### src/rtl/reg_file_wb_pkg.sv
// -----------------------------------------------------------------------------
// reg_file_wb_pkg
// Shared constants and types for the integer register file and the write-back
// stage. The index and word types are also used by the decoder, the immediate
// unit and the result-select logic.
//
// Optional feature macro used by files importing this package:
//   REGFILE_WB_BYPASS_EN  - write-through bypass on the read ports and busy
//                           flags (zero-cycle write-to-read visibility).
// -----------------------------------------------------------------------------
package reg_file_wb_pkg;

    localparam int XLEN      = 32;
    localparam int NREG      = 32;
    localparam int REG_IDX_W = $clog2(NREG);

    typedef logic [REG_IDX_W-1:0] reg_idx_t;
    typedef logic [XLEN-1:0]      word_t;

    localparam reg_idx_t REG_ZERO = 5'd0;

    // x0 is hardwired: writes and reservations to it are discarded.
    function automatic logic is_arch_reg(input reg_idx_t idx);
        return idx != REG_ZERO;
    endfunction

endpackage

### src/rtl/reg_scoreboard.sv
// -----------------------------------------------------------------------------
// reg_scoreboard
// Per-register pending mask. A multi-cycle load reserves its destination; the
// matching write-back clears it. Readers see Busy1/Busy2 and the merged Stall.
//
// Ports:
//   clk, rst          clock, asynchronous active-high reset
//   RegWrite, A3      write-back strobe and destination (clears pending)
//   Reserve, ARes     reservation strobe and index (sets pending)
//   A1, A2            read indices to query
//   Busy1, Busy2      pending status of A1 / A2
//   Stall             Busy1 | Busy2
//
// Optional feature macro: REGFILE_WB_BYPASS_EN - an index being written this
// cycle is reported not busy, unless the same cycle also reserves it.
//
// Handshake: there is no valid/ready pair here. Reserve and RegWrite are
// single-cycle strobes sampled on the rising clock edge; Busy/Stall are
// combinational and must be honoured by the issuing stage in the same cycle.
// -----------------------------------------------------------------------------
module reg_scoreboard
    import reg_file_wb_pkg::*;
(
    input  logic     clk,
    input  logic     rst,
    input  logic     RegWrite,
    input  reg_idx_t A3,
    input  logic     Reserve,
    input  reg_idx_t ARes,
    input  reg_idx_t A1,
    input  reg_idx_t A2,
    output logic     Busy1,
    output logic     Busy2,
    output logic     Stall
);

    logic [NREG-1:0] r_pending;
    logic            w_clr;
    logic            w_set;

    assign w_clr = RegWrite && is_arch_reg(A3);
    assign w_set = Reserve  && is_arch_reg(ARes);

    // Set is applied after clear so a new load to rd issued while an older
    // result for rd retires keeps rd pending.
    always_ff @(posedge clk or posedge rst) begin
        if (rst) begin
            r_pending <= '0;
        end else begin
            if (w_clr) r_pending[A3]   <= 1'b0;
            if (w_set) r_pending[ARes] <= 1'b1;
        end
    end

`ifdef REGFILE_WB_BYPASS_EN
    // An index retiring this cycle is already readable through the bypass,
    // so it only stays busy if it is simultaneously re-reserved.
    logic w_retire_only;
    assign w_retire_only = w_clr && !(w_set && (ARes == A3));
    assign Busy1 = r_pending[A1] && !(w_retire_only && (A1 == A3));
    assign Busy2 = r_pending[A2] && !(w_retire_only && (A2 == A3));
`else
    assign Busy1 = r_pending[A1];
    assign Busy2 = r_pending[A2];
`endif

    assign Stall = Busy1 | Busy2;

endmodule

### src/rtl/reg_file_wb.sv
// -----------------------------------------------------------------------------
// reg_file_wb
// 32 x 32-bit integer register file at the end of the datapath. The selected
// write-back result (ALU, load data, PC+4 or immediate) is written on the
// rising clock edge; two asynchronous read ports feed the ALU and store-data
// paths. A pending scoreboard stalls readers of registers awaiting load data.
//
// Ports:
//   clk, rst          clock, asynchronous active-high reset
//   RegWrite, A3, WD3 write-back port (enable, destination, data)
//   A1 -> RD1         read port 1 (rs1), combinational
//   A2 -> RD2         read port 2 (rs2), combinational
//   Reserve, ARes     mark ARes pending (load issued)
//   Busy1, Busy2      A1 / A2 pending
//   Stall             Busy1 | Busy2
//
// Optional feature macro: REGFILE_WB_BYPASS_EN - write-through bypass from WD3
// to RD1/RD2 when the read index matches the register being written.
//
// Handshake: no valid/ready. RegWrite and Reserve are strobes sampled at the
// rising edge; read data and busy flags are valid combinationally from A1/A2.
// -----------------------------------------------------------------------------
module reg_file_wb
    import reg_file_wb_pkg::*;
(
    input  logic     clk,
    input  logic     rst,
    input  logic     RegWrite,
    input  reg_idx_t A3,
    input  word_t    WD3,
    input  reg_idx_t A1,
    input  reg_idx_t A2,
    output word_t    RD1,
    output word_t    RD2,
    input  logic     Reserve,
    input  reg_idx_t ARes,
    output logic     Busy1,
    output logic     Busy2,
    output logic     Stall
);

    word_t r_regs [NREG];
    logic  w_we;
    word_t w_rd1;
    word_t w_rd2;

    assign w_we = RegWrite && is_arch_reg(A3);

    // Entry 0 is never written, so it stays at its reset value of zero.
    always_ff @(posedge clk or posedge rst) begin
        if (rst) begin
            for (int i = 0; i < NREG; i++) begin
                r_regs[i] <= '0;
            end
        end else if (w_we) begin
            r_regs[A3] <= WD3;
        end
    end

`ifdef REGFILE_WB_BYPASS_EN
    // Bypass is gated by rst so reads are zero for the whole reset window.
    assign w_rd1 = !is_arch_reg(A1)            ? '0  :
                   (w_we && !rst && A1 == A3)  ? WD3 : r_regs[A1];
    assign w_rd2 = !is_arch_reg(A2)            ? '0  :
                   (w_we && !rst && A2 == A3)  ? WD3 : r_regs[A2];
`else
    assign w_rd1 = !is_arch_reg(A1) ? '0 : r_regs[A1];
    assign w_rd2 = !is_arch_reg(A2) ? '0 : r_regs[A2];
`endif

    assign RD1 = w_rd1;
    assign RD2 = w_rd2;

    reg_scoreboard u_scoreboard (
        .clk      (clk),
        .rst      (rst),
        .RegWrite (RegWrite),
        .A3       (A3),
        .Reserve  (Reserve),
        .ARes     (ARes),
        .A1       (A1),
        .A2       (A2),
        .Busy1    (Busy1),
        .Busy2    (Busy2),
        .Stall    (Stall)
    );

endmodule

### config.mk
export PLATFORM = sky130hd
export DESIGN_NAME = reg_file_wb
export DESIGN_NICKNAME = d
export VERILOG_FILES = /design/src/rtl/reg_file_wb_pkg.sv /design/src/rtl/reg_scoreboard.sv /design/src/rtl/reg_file_wb.sv
export SDC_FILE = /design/constraint.sdc
export NUM_CORES = 2
export LEC_CHECK = 0
export CAP_MARGIN = 30
export CORE_ASPECT_RATIO = 0.75
export CORE_MARGIN = 2
export CORE_UTILIZATION = 30
export DETAILED_ROUTE_END_ITERATION = 10
export PLACE_DENSITY = 0.43
export SYNTH_ARGS = -nofsm -noshare
export SYNTH_HDL_FRONTEND = slang
export SYNTH_SLANG_ARGS = --single-unit
export TNS_END_PERCENT = 50
### constraint.sdc
create_clock -name clk -period 66.2 [get_ports clk]
set_input_delay 16.55 -clock clk [delete_from_list [all_inputs] [get_ports clk]]
set_output_delay 16.55 -clock clk [all_outputs]
set_load 0.01 [all_outputs]
## After elaboration in Yosys (flattened, before gate mapping)

Index checks and enable logic that the tools add are counted.
Widths: inputs -> output; s select.

- Bits in registers: 1056
- Logic and storage cells: 80

- $lt $le $gt $ge: 10
- Multiplexer cells: 21
- Bitwise operators: 7
- Reduce and logical (&&, ||, !) cells: 9

Operator list:

| operator | count |
|---|---|
| $bwmux 1024 | 1 |
| $bmux 32 s5 | 2 |
| $mux 32 | 9 |
| $demux 32 s5 | 1 |
| $and 32x32->32 | 1 |
| $not 32->32 | 1 |
| $or 32x32->32 | 1 |
| $lt 5x6->1 const B | 4 |
| $reduce_bool 5->1 | 4 |
| $ge 6x6->1 const B | 3 |
| $not 5->6 | 3 |
| $bmux 1 s5 | 2 |
| $demux 1 s5 | 2 |
| $ge 5x1->1 const B | 2 |
| $lt 6x1->1 const B | 1 |
| $logic_and 1x1->1 | 5 |
| $mux 1 | 4 |
| $or 1x1->1 | 1 |

## Depth between registers and ports, before layout

- Depth after elaboration: 9
- Depth in mapped cells: 9
- Mapped depth without buffers: 5

## Cells and area by module

A second synthesis with hierarchy kept.

- Cell total of the unflattened synthesis: 3912
- Area total of the unflattened synthesis: 56504.2 sq um

Modules (own cells, without submodules):

| module | times used | cells an instance | area each (sq um) | seq. area each (sq um) |
|---|---|---|---|---|
| reg_file_wb | 1 | 3705 | 54543.6 | 25624.6 |
| reg_scoreboard | 1 | 207 | 1960.6 | 800.8 |

## Worst setup path before layout

OpenSTA, ideal clock, no wires.

- Path type: input -> output
- Start: input A2[0]
- End: output Stall
- Data arrival time: 18.168 ns
- Data required time: 49.650 ns
- Path slack: 31.482 ns
- Stages: 8
- Buffers on the path: 4
- Cell sequence: buf_4 > buf_4 > buf_4 > buf_4 > mux4_2 > a311oi_1 > a41o_1 > nand4_1

- Word-level cells in the longest chain between the ends: 3

Ends and longest elaborated chain:

| item | line | source |
|---|---|---|
| start, declared | reg_file_wb.sv:32 | `input reg_idx_t A2,` |
| $bmux 1 s5 | reg_scoreboard.sv:64 | `assign Busy2 = r_pending[A2];` |
| $mux 1 (implied by the code) | reg_scoreboard.sv:64 |  |
| $or 1x1->1 | reg_scoreboard.sv:67 | `assign Stall = Busy1 \| Busy2;` |
| end, declared | reg_file_wb.sv:39 | `output logic Stall` |

No other way between the ends. The select of a mux whose other input is x is not followed.

## Worst setup path after layout

- Start: input A2[0]
- End: output RD2[18]

- Word-level cells in the longest chain between the ends: 5
- Elaborated cells between the ends (all ways): 6
- Those cells by class: mux (4); bitwise (1); reduce/logical (1)

Ends and longest elaborated chain:

| item | line | source |
|---|---|---|
| $not 5->6 (implied by the code) | reg_file_wb.sv:68 | `assign w_rd2 = !is_arch_reg(A2) ? '0 : r_regs[A2];` |
| $bmux 32 s5 | reg_file_wb.sv:68 |  |
| $mux 32 (implied by the code) (2 in series) | reg_file_wb.sv:68 |  |
| $mux 32 (*) | reg_file_wb.sv:68 |  |
| end, declared | reg_file_wb.sv:34 | `output word_t RD2,` |

Mark *: on every way between the ends. The rest lies on a longest branch, timed or not. The select of a mux whose other input is x is not followed.

==> summary.txt <==
Outcome
  – Status: finished, final reports clean

Die
  – Die area: 189200 um^2
  – Num rows: 136
  – Num ports: 123
  – Die W: 501.7 um
  – Core Box Area: 183900 um^2
  – Die height: 377.2 um
  – Initial Util: 30.29%

Cells and area
  – Area grow syn2layout: 15.12%
  – Final instance area: 64150 um^2
  – Layout net count: 3686
  – Layout cells sized above 1: 48.74%
  – Non-Filler Instances: 6212

Clock tree
  – Setup Buffers After CTS: 0
  – CTS Buf Count: 115
  – CTS tree: done
  – Cts hold-fix bufs: 0
  – CTS sink cnt: 1056
  – Root buf cell: clkbuf_16
  – Htree depth: 3
  – Clock transition at path regs: 0.06 ns
  – Worst skew pair latency: 0.75 ns
  – Clock buffer depth: 3
  – Cts repair resizes: 0

Timing
  – RSZ-0062 raised after global routing: false
  – Slew @ Worst Pin: 1.063 ns
  – Setup TNS Final: 0 ns
  – Final Max Tran Viols: 0
  – Max Clock Skew: 0 ns
  – Final hold violation count: 0
  – Final setup viols: 0
  – Post-route minimum period: 38.55 ns
  – Max_slew headroom: 29.14%
  – FMAX: 25.94 MHz
  – Period utilisation layout: 58.24%

Hold path
  – Min-Delay Endpoint: r_regs[992]
  – Type of the worst min-delay path: reg -> reg
  – HP Start: r_regs[992]
  – Hold path cells: 0

Drt
  – Drt wl/cell: 32.14 um
  – First DRT Iteration DRCs: 2750
  – Number of remaining DRC errors: 0
  – Post-DR vias/cell: 5.567
  – WL final: 199.7 mm
  – Vias: 34580
  – Antenna Nets Post-Route: 0
  – First-pass iteration count of the detailed router: 5

Worst setup path
  – Startpoint Class: primary input
  – Worst path bufs/invs: 6
  – Flop2flop setup slack: 65.39 ns
  – CP max FO: 55
  – Arrival @ worst endpoint: 22.00 ns
  – Cell mode on critical path: buf_4
  – Slowest CP cell: buf_4
  – Crit Reg-Reg Startpoint: r_regs[226]
  – RR Endpoint: r_regs[226]
  – WP data required: 49.65 ns
  – CP endpoint kind: output pin
  – Critical path, cell by cell: buf_8 -> buf_4 -> buf_4 -> buf_4 -> buf_4 -> mux4_2 -> a22o_1 -> a211oi_1 -> a21oi_1 -> and2_1 -> clkdlybuf4s50_1
  – Crit path kind: in -> out
  – Top Family by Delay on Critical Path: buffers and inverters
  – Max incr delay on CP: 0.80 ns
  – Worst Reg2Reg Path Length in Cells: 1

Global route
  – Number of global-route vias before repair: 36330
  – Met1 usage: 31.35%
  – Grt total ovfl: 0
  – Met2 Use GR: 33.03%
  – Most used routing layer: met2
  – First-pass GRT wire length: 286.7 mm
  – GRT Util Overall: 21.14%
  – Initial antenna violation count: 13
  – M3 GR Usage: 2.971%
  – Largest net degree at the start of global routing: 162

Synthesis
  – Most common flop cell mapped by yosys: dfrtp_1
  – Yosys warnings: 0
  – Cell area after synthesis: 55720 um^2
  – Netlist cell types: 42
  – Async SR Flop Fraction: 100.0%
  – Post-synthesis sequential area ratio: 47.42%
  – Syn Nets: 3740
  – EDFF count, synth: 0
  – #FFs+latches synth: 1056
  – Mapped Cells: 3684
  – Syn Area/Cell: 15.13 um^2

Run
  – Max Cap Viol: 0

Placement
  – Dpl cells: 5995
  – Post-DP HPWL: 110.1 mm
  – Gp weighted congestion: 0.7299
  – Dpl cell area: 60210 um^2
  – PortBufs: 122

Pwr
  – Final Power: 1.924 mW
  – Leakage power: 27.45 nW
  – Peak supply drop: 0.00001966 V
  – PwrDens: 29.99 nW/um^2
-- how the worst max path moves through the flow --
stage	to	cells after the start	start	slack [ns]
2_1_floorplan	r_regs[0]	1	rst	19.93
3_3_place_gp	RD2[18]	11	A2[0]	27.46
3_5_place_dp	RD2[18]	11	A2[0]	27.48
4_1_cts	RD2[18]	11	A2[0]	27.45
5_1_grt	RD2[18]	11	A2[0]	27.13
6_report	RD2[18]	11	A2[0]	27.65
-- cells by family after synthesis --
group | Yosys count | synth area share (%)
AOI/OAI and AO/OA | 346 | 4.733
muxes | 1722 | 43.36
and+or+nand+nor | 130 | 1.210
DFF | 1056 | 47.42
buffers and inverters | 430 | 3.278
-- final cells by class --
cell class | count | area (um^2)
Fill cell | 17590 | 119800
Multi-Input combinational cell | 2198 | 27730
Sequential cell | 1056 | 26430
Clock buffer | 178 | 3516
Tap cell | 2484 | 3108
Timing Repair Buffer | 254 | 2970
Clock inverter | 35 | 369.1
Inverter | 5 | 26.28
Antenna cell | 2 | 5.005
-- sequential cells by signal, indices dropped and copies added (netlist names) --
name                    cells
u_scoreboard.r_pending     32
r_regs                   1024
-- layer usage --
layer | up-vias | wire length (um)
met5 | - | 13
met4 | 2 | 3392
met3 | 209 | 7517
met2 | 714 | 91880
met1 | 19390 | 96880
li1 | 14270 | -
-- cell usage after synthesis, types with 35 or more instances --
master    instances  share of area [%]
a211oi_1         41               0.55
a22o_1           44               0.69
a22oi_1          35               0.47
buf_1            44               0.30
buf_2           125                1.1
clkbuf_1        241                1.6
dfrtp_1        1056                 47
mux2_2          993                 20
mux2i_1         274                4.9
mux4_2          454                 18
nand2_1          53               0.36
o221ai_1         65                1.0
-- through the flow --
stage          hold slack [ns]  worst slack, ns  util (%)
2_1_floorplan           0.4413            19.93         -
3_3_place_gp            0.3778            27.46     32.19
3_5_place_dp            0.3840            27.48     32.73
4_1_cts                 0.3978            27.45     34.84
5_1_grt                 0.4062            27.13     34.87
6_report                0.3969            27.65     34.88
-- report_power, final --
part | switching (mW) | internal, mW | leakage, nW | total [mW]
Sequential | 0.0886 | 0.768 | 13.5 | 0.857
Clock | 0.288 | 0.387 | 1.92 | 0.675
Combinational | 0.156 | 0.236 | 12.0 | 0.392
Total | 0.533 | 1.39 | 27.4 | 1.92
-- cells in the final DEF, fill, tap and decap left out, drive strengths merged, types with 7 or more instances in the layout --
cell,netlist,routed
nand3,7,7
mux4,454,454
mux2i,274,274
buf,184,138
o22ai,33,33
nor2,18,18
clkdlybuf4s50,0,116
and2,10,10
dfrtp,1056,1056
a211o,24,24
a22oi,35,35
o21ai,25,25
o22a,32,32
a22o,44,44
inv,5,10
a21oi,32,32
nand2,53,53
o221ai,65,65
a211oi,41,41
clkinv,0,20
clkbuf,241,178
mux2,994,994
(Power assumes the default switching activity.)
